**src/rtl/cv32e40p_instr_obi_responder.sv**
```systemverilog
// cv32e40p_instr_obi_responder: OBI instruction-fetch responder backed by a synchronous word memory.
//
// Ports:
//   clk, rst            single rising-edge clock, synchronous active-high reset
//   instr_req_i         fetch request from the IF stage
//   instr_addr_i        fetch byte address (bits [1:0] ignored, word fetch)
//   instr_gnt_o         address phase accepted (combinational)
//   instr_rvalid_o      response valid, exactly RESP_LATENCY cycles after its grant
//   instr_rdata_o       response word, zero while instr_rvalid_o is low
//   instr_err_o         response is a bus error, zero while instr_rvalid_o is low
//   stall_i             suppresses granting
//   mem_req_o           synchronous memory read enable
//   mem_addr_o          memory word index
//   mem_rdata_i         memory read data, valid the cycle after mem_req_o
//
// Optional feature: define CV32E40P_INSTR_RESP_ERR_EN to answer out-of-range
// fetches with an error response instead of wrapping the word index.
module cv32e40p_instr_obi_responder #(
    parameter int unsigned MEM_WORDS       = 1024,
    parameter logic [31:0] BASE_ADDR       = 32'h0000_0000,
    parameter int unsigned RESP_LATENCY    = 1,
    parameter int unsigned MAX_OUTSTANDING = 2
) (
    input  logic                         clk,
    input  logic                         rst,
    input  logic                         instr_req_i,
    input  logic [31:0]                  instr_addr_i,
    output logic                         instr_gnt_o,
    output logic                         instr_rvalid_o,
    output logic [31:0]                  instr_rdata_o,
    output logic                         instr_err_o,
    input  logic                         stall_i,
    output logic                         mem_req_o,
    output logic [$clog2(MEM_WORDS)-1:0] mem_addr_o,
    input  logic [31:0]                  mem_rdata_i
);
    localparam int unsigned AW = $clog2(MEM_WORDS);

    logic [31:0]             off;
    logic [2:0]              cnt_q, cnt_d;
    logic [RESP_LATENCY-1:0] v_q;
    logic [31:0]             resp_data;
    logic                    rv, gnt, resp_err;

    assign off = instr_addr_i - BASE_ADDR;
    // Gating with rst keeps every output quiet during the reset cycle itself.
    assign rv  = v_q[RESP_LATENCY-1] & ~rst;
    // A retiring response frees its slot in the same cycle, so a full window can still grant.
    assign gnt = instr_req_i & ~stall_i & ~rst & ((cnt_q < 3'(MAX_OUTSTANDING)) | rv);
    assign cnt_d = cnt_q + {2'b00, gnt} - {2'b00, rv};

`ifdef CV32E40P_INSTR_RESP_ERR_EN
    logic                    in_range;
    logic [RESP_LATENCY-1:0] e_q;

    assign in_range  = off[31:AW+2] == '0;
    assign mem_req_o = gnt & in_range;
    assign resp_err  = e_q[RESP_LATENCY-1];

    // Error flag travels alongside the valid bit; it is only observed when valid.
    always_ff @(posedge clk) begin
        e_q[0] <= gnt & ~in_range;
        for (int k = 1; k < int'(RESP_LATENCY); k++) e_q[k] <= e_q[k-1];
    end
`else
    assign mem_req_o = gnt;
    assign resp_err  = 1'b0;
`endif

    assign mem_addr_o     = mem_req_o ? off[AW+1:2] : '0;
    assign instr_gnt_o    = gnt;
    assign instr_rvalid_o = rv;
    assign instr_err_o    = rv & resp_err;
    assign instr_rdata_o  = (rv & ~resp_err) ? resp_data : '0;

    always_ff @(posedge clk) begin
        if (rst) begin
            cnt_q <= '0;
            v_q   <= '0;
        end else begin
            cnt_q  <= cnt_d;
            v_q[0] <= gnt;
            for (int k = 1; k < int'(RESP_LATENCY); k++) v_q[k] <= v_q[k-1];
        end
    end

    // Memory data arrives one cycle after the grant, which is already the
    // response cycle at latency 1; longer latencies delay it further.
    generate
        if (RESP_LATENCY == 1) begin : g_direct
            assign resp_data = mem_rdata_i;
        end else begin : g_pipe
            logic [31:0] d_q [RESP_LATENCY-1];
            always_ff @(posedge clk) begin
                d_q[0] <= mem_rdata_i;
                for (int k = 1; k < int'(RESP_LATENCY) - 1; k++) d_q[k] <= d_q[k-1];
            end
            assign resp_data = d_q[RESP_LATENCY-2];
        end
    endgenerate
endmodule

```
**config.mk**
```make
export PLATFORM = sky130hd
export DESIGN_NAME = cv32e40p_instr_obi_responder
export DESIGN_NICKNAME = d
export VERILOG_FILES = /design/src/rtl/cv32e40p_instr_obi_responder.sv
export SDC_FILE = /design/constraint.sdc
export NUM_CORES = 1
export LEC_CHECK = 0
export ABC_CLOCK_PERIOD_IN_PS = 2100
export BUFFER_PORTS_ARGS = -buffer_cell sky130_fd_sc_hd__buf_4
export CAP_MARGIN = 20
export CORE_ASPECT_RATIO = 1.2
export CORE_MARGIN = 1
export CORE_UTILIZATION = 26
export DETAILED_ROUTE_END_ITERATION = 10
export GPL_ROUTABILITY_DRIVEN = 0
export GPL_TIMING_DRIVEN = 0
export MAX_ROUTING_LAYER = met4
export PLACE_DENSITY = 0.81
export SLEW_MARGIN = 20
export SYNTH_ARGS = -nofsm -noshare
export SYNTH_HDL_FRONTEND = slang
export SYNTH_SLANG_ARGS = --single-unit
```
**constraint.sdc**
```tcl
create_clock -name clk -period 2.1 [get_ports clk]
set_input_delay 0.105 -clock clk [delete_from_list [all_inputs] [get_ports clk]]
set_output_delay 0.105 -clock clk [all_outputs]
set_load 0.05 [all_outputs]
```
---- After elaboration in Yosys (flattened, before gate mapping) ----
Cells that the tools add are included.
storage, ports and cells
  logic and storage cells ................. 14
  input port bits ......................... 68
  output and inout port bits .............. 46
  bits in registers ....................... 4
operators by class
  muxes and demuxes ....................... 2
  bitwise operators ....................... 7
  order comparisons ....................... 1
  $add $sub $neg .......................... 2
operators by type and width
  kind                                                                          count
  32-bit two-way mux                                                            1
  10-bit two-way mux                                                            1
  1-bit AND                                                                     4
  3-bit by 1-bit adder with 3-bit output                                        1
  3-bit by 2-bit less-than comparator with 1-bit output, second input constant  1
  3-bit by 1-bit subtractor with 3-bit output                                   1
  1-bit NOT                                                                     2
  1-bit bitwise OR                                                              1

---- Longest topological paths before layout ----
Gate-level depths: netlist of the first run.
  depth in word-level cells ............... 6
  mapped depth ............................ 9
  gate-level depth less buffers ........... 8

---- Least setup slack after synthesis of the first run ----
Ideal clock, no wire load.
  path kind ............................... register to register
  start point ............................. register cnt_q[1]
  end point ............................... register cnt_q[1]
  stages on the path, launching flop included .. 9
  library setup time ...................... 116 ps
  arrival time ............................ 2059 ps
  data required time ...................... 1984 ps
  path buffers ............................ 1
  path slack .............................. -74 ps
  clock period less this slack ............ 2174 ps
  cell sequence ........................... dfxtp_1 inv_1 ha_1 o21bai_2 buf_6 nor2_2 ha_1 fa_1 and2b_2
on the way
  cells in the longest elaborated chain, start to end .. 5
RTL lines
  what                                                   RTL line  source
  start, declared                                        40        logic [2:0] cnt_q, cnt_d;
  start signal, assigned                                 81        cnt_q <= cnt_d;
  3-bit by 2-bit less-than comparator with 1-bit output  49        assign gnt = instr_req_i & ~stall_i & ~rst & ((cnt_q < 3'(MAX_OUTSTANDING)) | rv);
  1-bit bitwise OR                                       49
  1-bit AND                                              49
  named net instr_gnt_o                                  28        output logic instr_gnt_o,
  3-bit by 1-bit adder with 3-bit output                 50        assign cnt_d = cnt_q + {2'b00, gnt} - {2'b00, rv};
  3-bit by 1-bit subtractor with 3-bit output            50
  named net cnt_d[1]                                     40
The timed path passes the listed nets, and every way through them passes these cells.
A chain may end at the register's enable or synchronous reset.

---- Worst setup path in the final report of the first run ----
  start point ............................. register cnt_q[1]
  end point ............................... register cnt_q[2]
on the way
  cells in the longest elaborated chain, start to end .. 5
RTL lines
  what                                                   RTL line
  3-bit by 2-bit less-than comparator with 1-bit output  49
  1-bit bitwise OR                                       49
  1-bit AND                                              49
  3-bit by 1-bit adder with 3-bit output (*)             50
  3-bit by 1-bit subtractor with 3-bit output (*)        50
Every way passes the cells marked *; elsewhere a longest branch is shown, timed or not.

==> results by group, run 1 <==
Run status
  – Run status: complete, no violations

Floorplan
  – FP Rows: 18
  – Core area: 2140 µm²
  – Die H: between 50 and 60 µm
  – # IOs: 114
  – Die area: roughly 2600 µm²
  – Die Wd: 46.38 µm
  – Starting density of the core: 0.2871

STA
  – Min cycle time layout: 1923 ps
  – Max-slew violation count: 0
  – Setup TNS: 0 ps
  – Clock skew: 3.034 ps
  – RSZ-0062 raised after global routing: no
  – Endpoints failing setup: 0
  – Tcrit/Tclk final: 0.9155
  – FMAX: 0.5202 GHz
  – Worst setup margin: 177.5 ps
  – Hold Fails Final Rpt: 0

Logic synthesis
  – Register bit total from synthesis: 4
  – Post-synthesis mux area share: 0
  – Largest family of logic cells by synthesized area: simple AND/OR/NAND/NOR gates
  – Post-synthesis simple-gate area fraction: 0.5662
  – Synth Area in Adders: 0.09369
  – Post-synthesis cell area: roughly 600 µm²
  – Syn Nets: 154
  – Synth Instances: 82
  – Ys async rst share: 0
  – Yosys warning total: 0
  – Synth Area in Compound Gates: 0.01833
  – Post-synth cell types: 19
  – Sequential area share after synthesis: 0.1303
  – Post-synth EDFFs: 0
  – Syn avg cell area: 7.492 µm²
  – Most used DFF post-synth: dfxtp_1
  – Xor and xnor area share after synthesis: 0.01426

Power
  – Sw Ratio: 0.4210
  – Pint: 274.5 µW
  – Sequential share of power: 0.187
  – Combinational cell fraction of total power: 0.608
  – PwrDens: 349.9 nW/µm²
  – Peak VDD IR: 0.2599 mV
  – Clock power share: 0.204
  – Psw: 199.6 µW
  – Leakage Power: about 0.78 nW

Drt
  – Via count: 830
  – Routed vias/inst: roughly 4.0
  – Routed WL: approximately 2.3 mm
  – Initial DRT Pass Iterations: 3
  – 1st-iter DRT viols: 4
  – DRC errors left: 0
  – Avg WL per Cell: between 10 and 15 µm
  – DRT antenna net count: 0

Worst setup path
  – Crit path max-delay family: adder cells
  – Worst path required time: 2230 ps
  – Most frequent CP cell: ha_1
  – Critical path class: flop to flop
  – CP max FO: 10
  – Crit path arrival time: 2050 ps
  – Worst Path Buf+Inv: 2
  – CP cell instances: inv_1 -> ha_1 -> o21bai_2 -> buf_6 -> nor2_4 -> ha_1 -> fa_1 -> xor2_1 -> nor2_1
  – Reg2reg setup slack: 180 ps
  – Slowest-stage cell, CP: fa_1
  – Startpoint class of the critical path: flop
  – Crit. End Element: flop
  – Crit-path max cell delay: 390 ps

Clock tree
  – Root Buffer: clkbuf_4
  – CTS Buffer Depth: 2
  – Clock latency at the later pin of the worst-skew pair: 240 ps
  – Hold-fix buffers at CTS: 0
  – Resized cells post-CTS: 0
  – Post-CTS Setup Repair Bufs: 0
  – Num CTS Buffers: 3
  – CTS H-tree depth: 1
  – # clock sinks: 4
  – CTS clk-pin slew, worst paths: 40 ps
  – CTS tree: yes

GRT
  – GRT Resource Usage Total: 0.1841
  – Vias in the first global route: 766
  – Initial antenna violation count: 0
  – Largest net degree at the start of global routing: 12
  – Congestion Overflow GR: 0
  – Global-route wire length before repair: 3.312 mm

Finish
  – Fin nets: 249
  – Final instance area: 1355 µm²
  – Area delta synth->final: 120.6%
  – Share of cells above drive strength 1: 0.6457
  – Antenna cells: 0

Place
  – Placed instance area: ~1300 µm²
  – Dpl hpwl: 2.075 mm
  – Setup WS pre-CTS: 170.6 ps
  – I/O Buffers: 90

Min path
  – Min-Delay Path Class: primary input to flop

Run
  – Max-cap violation count: 0
cell families after synthesis:
family	after synthesis
AND/OR/NAND/NOR	49
buffers and inverters	22
other	1
flip-flops	4
XOR/XNOR	1
AO/OA/AOI/OAI	1
adder cells (fa/ha/maj)	4
state kept, by name, indices dropped and copies added, names as in the netlist:
name	flops
cnt_q	3
v_q	1
Yosys cell counts, types with 2 or more instances:
library cell,instances,area (µm²)
and2_1,32,200.2
ha_1,3,37.54
buf_2,3,15.01
buf_4,3,22.52
inv_1,15,56.30
nor3_1,2,10.01
nor2_1,2,7.510
nor3_2,7,70.07
dfxtp_1,4,80.08
and2b_2,2,17.52
path summary, 6_finish.rpt:
kind	start	to	depth (start not counted)
max reg2reg	cnt_q[1]$_SDFF_PP0_	cnt_q[2]$_SDFF_PP0_	9
min	rst	cnt_q[2]$_SDFF_PP0_	2
max	cnt_q[1]$_SDFF_PP0_	cnt_q[2]$_SDFF_PP0_	9
min reg2reg	cnt_q[2]$_SDFF_PP0_	cnt_q[2]$_SDFF_PP0_	4
cell type report:
class                      instances  area (µm²)
fill                             205       784.5
timing repair buffer              90       675.6
multi-input combinational         56       434.2
sequential                         4       80.08
inverter                          15       56.30
buffer                             7       48.80
tap                               30       37.54
clock buffer                       3       22.52
cell usage in the layout (no fill, tap or decap), types with 2 or more instances in the layout:
cell type / count
nor3_1: 2
buf_2: 3
and2b_2: 2
clkbuf_4: 3
nor2_1: 2
dfxtp_1: 4
nor3_2: 7
and2_1: 32
buf_4: 93
ha_1: 3
inv_1: 15
layer usage:
layer / GRT usage / vias to the layer above / wire length [µm]
li1: - / 425 / -
met1: 0.1960 / 329 / 759
met2: 0.2976 / 71 / 1078
met3: 0.05229 / 5 / 389
met4: 0.08824 / 0 / 38
met5: - / - / 0
stage by stage:
step                utilization  power [mW]  hold WS (ps)  std cells
detailed placement       0.6228      0.3808         334.1        202
CTS                      0.6333      0.4800         82.79        205
finish                   0.6333      0.4741         85.42        205
global route             0.6333      0.5070         95.86        205
global placement         0.6228      0.3743         319.3        202
floorplan                     -      0.2672         177.4         82
power by group through the flow:
| stage | clock, mW | sequential (mW) | combinational, mW |
|---|---|---|---|
| 6_report | 0.0968 | 0.0888 | 0.288 |
| 5_1_grt | 0.108 | 0.0898 | 0.309 |
| 4_1_cts | 0.0994 | 0.0890 | 0.292 |
| 3_5_place_dp | 0 | 0.0902 | 0.291 |
| 3_3_place_gp | 0 | 0.0891 | 0.285 |
| 2_1_floorplan | 0 | 0.0889 | 0.178 |
No activity file was read; power rests on OpenSTA's default activity.
==> run 2: changes to the inputs <==
CORE_ASPECT_RATIO = 1.75   (was 1.2)
REMOVE_ABC_BUFFERS = 1   (was not set)
==> results by group, run 2 (synthesized netlist as in run 1, its figures left out) <==
Finish
  – Fin nets: 248 (-0.40%)
  – Most flop-heavy register: cnt_q
  – Filler Cells Inserted: 191 (-6.8%)
  – Final instance area: 1368 µm² (+0.92%)
  – Commonest non-fill, non-tap cells in the layout: buf_4, and2_1, inv_1
  – Largest registers: cnt_q (3), v_q (1)
  – Area delta synth->final: 122.6%
  – Antenna cells: 0 (unchanged)
  – Max reg flops: 3 (unchanged)
  – Share of cells above drive strength 1: 0.6437 (-0.002036)
  – Commonest non-fill, non-tap cell in the layout: buf_4
  – Layout Cells excl Fill: 199 (-2.9%)

Power
  – PwrDens: 395.6 nW/µm² (+13%)
  – Leakage Power: 0.7848 nW (about the same)
  – Final total power: 541.0 µW (+14%)
  – Peak VDD IR: 0.3925 mV (+51%)

Run
  – Max-cap violation count: 0 (unchanged)

Worst setup path
  – Worst path required time: 2210 ps (-20 ps)
  – Crit-path max cell delay: 430 ps (+40 ps)
  – Critical path class: flop to flop
  – CP cell instances: nor2b_4 -> ha_1 -> inv_1 -> ha_1 -> fa_1 -> and2b_2
  – Crit. End Element: flop
  – Slowest-stage cell, CP: fa_1
  – Startpoint class of the critical path: flop
  – CP max FO: 8 (-2)
  – Depth of the worst register-to-register path: 6 (-3)
  – Crit path arrival time: 2010 ps (-40 ps)
  – Most frequent CP cell: ha_1

Place
  – I/O Buffers: 90 (unchanged)
  – Placed insts: 190 (-5.9%)
  – Placed instance area: 1272 µm² (-4.5%)
  – Dpl hpwl: 1.733 mm (-16%)

Drt
  – DRC errors left: 0 (unchanged)
  – Initial DRT Pass Iterations: 3 (unchanged)
  – Via count: 873 (+5.2%)
  – DRT antenna net count: 0 (unchanged)
  – Routed WL: 2.171 mm (-4.2%)
  – 1st-iter DRT viols: 7 (+3)
  – Avg WL per Cell: 10.91 µm (-1.3%)
  – Routed vias/inst: 4.387 (+8.4%)

GRT
  – Largest net degree at the start of global routing: 18 (+6)
  – Initial antenna violation count: 0 (unchanged)
  – GRT Resource Usage Total: 0.1634 (-0.02067)
  – Congestion Overflow GR: 0 (unchanged)
  – Vias in the first global route: 718 (-6.3%)
  – Global-route wire length before repair: 2.939 mm (-11%)

Clock tree
  – # clock sinks: 4 (unchanged)
  – Root Buffer: clkbuf_8
  – Hold-fix buffers at CTS: 0 (unchanged)
  – CTS Buffer Depth: 2 (unchanged)
  – CTS tree: yes
  – Num CTS Buffers: 3 (unchanged)
  – CTS H-tree depth: 1 (unchanged)
  – CTS clk-pin slew, worst paths: 30 ps (about the same)
  – Clock latency at the later pin of the worst-skew pair: 220 ps (-20 ps)

STA
  – Setup TNS: 0 ps (unchanged)
  – Hold Fails Final Rpt: 0 (unchanged)
  – Endpoints failing setup: 0 (unchanged)
  – Worst Tran Pin Value: between 600 and 700 ps
  – RSZ-0062 raised after global routing: no
  – Max transition margin: 0.5626
  – Max-slew violation count: 0 (unchanged)
  – FMAX: 0.5255 GHz (+1.0%)
  – Min cycle time layout: 1903 ps (-19.73 ps)
  – Tcrit/Tclk final: 0.9061 (-0.009395)
  – Clock skew: 2.356 ps (-0.6778 ps)

Floorplan
  – Die H: 66.31 µm (+20%)
  – Die Wd: 38.75 µm (-16%)
  – Die area: 2569 µm² (+0.26%)
  – Core area: 2273 µm² (+6.3%)
  – FP Rows: 23 (+5)
  – # IOs: 114 (unchanged)
  – Starting density of the core: 0.2702 (-0.01691)

Min path
  – Hold depth: 2 (unchanged)
  – Min-Delay Path Class: primary input to flop

Run status
  – Run status: complete, no violations
## run 2: changes by cell type in the layout (fill, tap and decap cells not counted), moves of 2 or more
cell	previous run	this run
clkbuf_8	0	3
clkbuf_4	3	0
buf_4	93	95
buf_2	3	0
## run 2: per-layer routing
layer | wire length, µm | global-route usage | share of wire
met4 | 21 | 0.06466 | 0.0097
met5 | 0 | - | 0
met1 | 616 | 0.1367 | 0.28
met3 | 353 | 0.03030 | 0.16
met2 | 1179 | 0.3208 | 0.54
## run 2: worst paths after layout
check | slack (ps) | startpoint | endpoint
setup / recovery | 200 | v_q$_SDFF_PP0_ | cnt_q[1]$_SDFF_PP0_
hold / removal | 130 | rst | cnt_q[2]$_SDFF_PP0_
setup reg to reg | 200 | v_q$_SDFF_PP0_ | cnt_q[1]$_SDFF_PP0_
hold reg to reg | 580 | v_q$_SDFF_PP0_ | v_q$_SDFF_PP0_
## run 2: area by class of cell
cell class                      instances  area, µm²  share of cell area
Clock buffer                            3      41.29             0.03019
Tap cell                               25      31.28             0.02287
Sequential cell                         4      80.08             0.05855
Inverter                               15      56.30             0.04117
Multi-Input combinational cell         57      445.4              0.3257
Timing Repair Buffer                   95      713.2              0.5215
## run 2: report_power, final
group / internal, mW / switching [mW] / leakage (nW)
Combinational: 0.125 / 0.166 / 0.730
Sequential: 0.0859 / 0.00367 / 0.0327
Clock: 0.122 / 0.0382 / 0.0216
## run 2: worst max-delay path, delay by kind of cell, from the launching register on
kind	cells	cell delay [ps]
AND/OR/NAND/NOR	2	470
flip-flops	1	390
adder cells (fa/ha/maj)	3	880
buffers and inverters	1	60
## run 2: metrics by stage
stage	util	hold slack [ps]	worst slack [ps]
after floorplan	-	177.4	-480.9
after global placement	0.5597	319.8	-40.95
after detailed placement	0.5597	327.1	-158.9
after CTS	0.5850	127.0	19.58
after global routing	0.6015	128.0	127.5
final	0.6015	129.0	197.2
## run 2: repair_timing
action | in CTS | in global routing
endpoints found under the setup margin | 2 | 2
resized for setup | 1 | 0
pin swaps | 0 | 1
cloned | 1 | 0
setup buffers | 0 | 5
==> run 3: changes to the inputs <==
CORE_UTILIZATION = 25   (was 26)
PLACE_DENSITY = 0.78   (was 0.81)
==> results by group, run 3 (synthesized netlist as in run 1, its figures left out) <==
Drt
  – 1st-iter DRT viols: 1 (-6)
  – DRT antenna net count: 0 (unchanged)
  – Via count: 850 (-2.6%)
  – Routed WL: 2.253 mm (+3.8%)
  – DRC errors left: 0 (unchanged)
  – Routed vias/inst: 4.337 (-1.1%)
  – Avg WL per Cell: 11.49 µm (+5.4%)
  – Initial DRT Pass Iterations: 2 (-1)

STA
  – Worst Tran Pin Value: 646.1 ps (-10.11 ps)
  – WHS: 124.9 ps (-4.084 ps)
  – Min cycle time layout: 1804 ps (-98.37 ps)
  – Clock skew: 1.768 ps (-0.5881 ps)
  – FMAX: 0.5542 GHz (+5.5%)
  – Worst setup margin: 295.6 ps (+98.37 ps)
  – Max-slew violation count: 0 (unchanged)
  – Max transition margin: 0.5693 (+0.006739)
  – RSZ-0062 raised after global routing: no
  – Setup TNS: 0 ps (unchanged)
  – Tcrit/Tclk final: 0.8592 (-0.04684)
  – Endpoints failing setup: 0 (unchanged)
  – Hold Fails Final Rpt: 0 (unchanged)

Clock tree
  – CTS Buffer Depth: 2 (unchanged)
  – # clock sinks: 4 (unchanged)
  – CTS clk-pin slew, worst paths: 30 ps (about the same)
  – Num CTS Buffers: 3 (unchanged)
  – CTS tree: yes
  – CTS H-tree depth: 1 (unchanged)
  – Root Buffer: clkbuf_8
  – Clock latency at the later pin of the worst-skew pair: 220 ps (about the same)

Finish
  – Commonest non-fill, non-tap cell in the layout: buf_4
  – Largest registers: cnt_q (3), v_q (1)
  – Max reg flops: 3 (unchanged)
  – Final instance area: 1345 µm² (-1.6%)
  – Antenna cells: 0 (unchanged)
  – Layout Cells excl Fill: 196 (-1.5%)
  – Area delta synth->final: 118.9%
  – Util after Layout: 0.5842 (-0.01730)
  – Commonest non-fill, non-tap cells in the layout: buf_4, and2_1, inv_1
  – Share of cells above drive strength 1: 0.6374 (-0.006251)
  – Fin nets: 245 (-1.2%)
  – Most flop-heavy register: cnt_q

GRT
  – Initial antenna violation count: 0 (unchanged)
  – Largest net degree at the start of global routing: 18 (unchanged)
  – Vias in the first global route: 710 (-1.1%)
  – Global-route wire length before repair: 3.022 mm (+2.8%)
  – Congestion Overflow GR: 0 (unchanged)
  – GRT Resource Usage Total: 0.1622 (-0.001262)

Worst setup path
  – Slowest-stage cell, CP: fa_1
  – Critical path class: flop to flop
  – Crit. End Element: flop
  – CP max FO: 3 (-5)
  – Crit-path max cell delay: 430 ps (about the same)
  – Startpoint class of the critical path: flop
  – Most frequent CP cell: ha_1
  – Crit path arrival time: 1910 ps (-100 ps)
  – CP cell instances: inv_1 -> ha_1 -> o21bai_4 -> nor2_2 -> ha_1 -> fa_1 -> and2b_2
  – Worst path required time: 2210 ps (about the same)

Place
  – I/O Buffers: 90 (unchanged)
  – Placed instance area: 1272 µm² (unchanged)
  – Placed insts: 190 (unchanged)
  – Setup WS pre-CTS: -110.7 ps (+48.13 ps)
  – Dpl hpwl: 1.845 mm (+6.5%)

Run status
  – Run status: complete, no violations

Power
  – Peak VDD IR: 0.3974 mV (+1.3%)
  – PwrDens: 403.6 nW/µm² (+2.0%)
  – Leakage Power: 0.7686 nW (-2.1%)
  – Final total power: 542.9 µW (+0.34%)

Floorplan
  – Die Wd: 39.47 µm (+1.9%)
  – Starting density of the core: 0.2668 (-0.003378)
  – Die area: 2667 µm² (+3.8%)
  – # IOs: 114 (unchanged)
  – Die H: 67.58 µm (+1.9%)
  – Core area: 2302 µm² (+1.3%)
  – FP Rows: 23 (unchanged)

Run
  – Max-cap violation count: 0 (unchanged)

Min path
  – Min-Delay Path Class: primary input to flop
## run 3: changes by cell type in the layout (fill, tap and decap cells not counted)
cell / before / now
buf_4: 95 / 92
## run 3: layout make-up
class / count / area (µm²)
Sequential cell: 4 / 80.08
Multi-Input combinational cell: 57 / 445.4
Timing Repair Buffer: 92 / 690.7
Fill cell: 204 / 957.2
Tap cell: 25 / 31.28
Inverter: 15 / 56.30
Clock buffer: 3 / 41.29
## run 3: worst paths after layout
check / slack, ps / endpoint / cells past startpoint / startpoint
max: 300 / cnt_q[1]$_SDFF_PP0_ / 7 / cnt_q[1]$_SDFF_PP0_
max reg2reg: 300 / cnt_q[1]$_SDFF_PP0_ / 7 / cnt_q[1]$_SDFF_PP0_
min reg2reg: 620 / cnt_q[2]$_SDFF_PP0_ / 4 / cnt_q[2]$_SDFF_PP0_
min: 120 / cnt_q[2]$_SDFF_PP0_ / 2 / rst
## run 3: power breakdown
| group | leakage [nW] | internal [mW] | switching (mW) | total (mW) |
|---|---|---|---|---|
| registers | 0.0327 | 0.0858 | 0.00401 | 0.0898 |
| logic | 0.714 | 0.122 | 0.163 | 0.286 |
| clock network | 0.0216 | 0.123 | 0.0447 | 0.167 |
| total | 0.769 | 0.331 | 0.212 | 0.543 |
## run 3: metal layers
| metal | global-route usage | wire, µm |
|---|---|---|
| met5 | - | 0 |
| met4 | 0.02586 | 0 |
| met3 | 0.03618 | 418 |
| met2 | 0.3156 | 1207 |
| met1 | 0.1523 | 627 |
## run 3: what timing repair did
| item | CTS | global route |
|---|---|---|
| setup buffers | 0 | 2 |
| setup endpoints to repair | 2 | 2 |
| cloned | 1 | 0 |
| pin swaps | 0 | 1 |
| hold buffers | 0 | 0 |
| resized for setup | 1 | 0 |
## run 3: worst max-delay path, delay by kind of cell (launching register included)
| family | cells | cell delay [ps] |
|---|---|---|
| DFF | 1 | 300 |
| and+or+nand+nor | 2 | 270 |
| buffers and inverters | 1 | 60 |
| AOI/OAI and AO/OA | 1 | 160 |
| adders and majority gates | 3 | 890 |
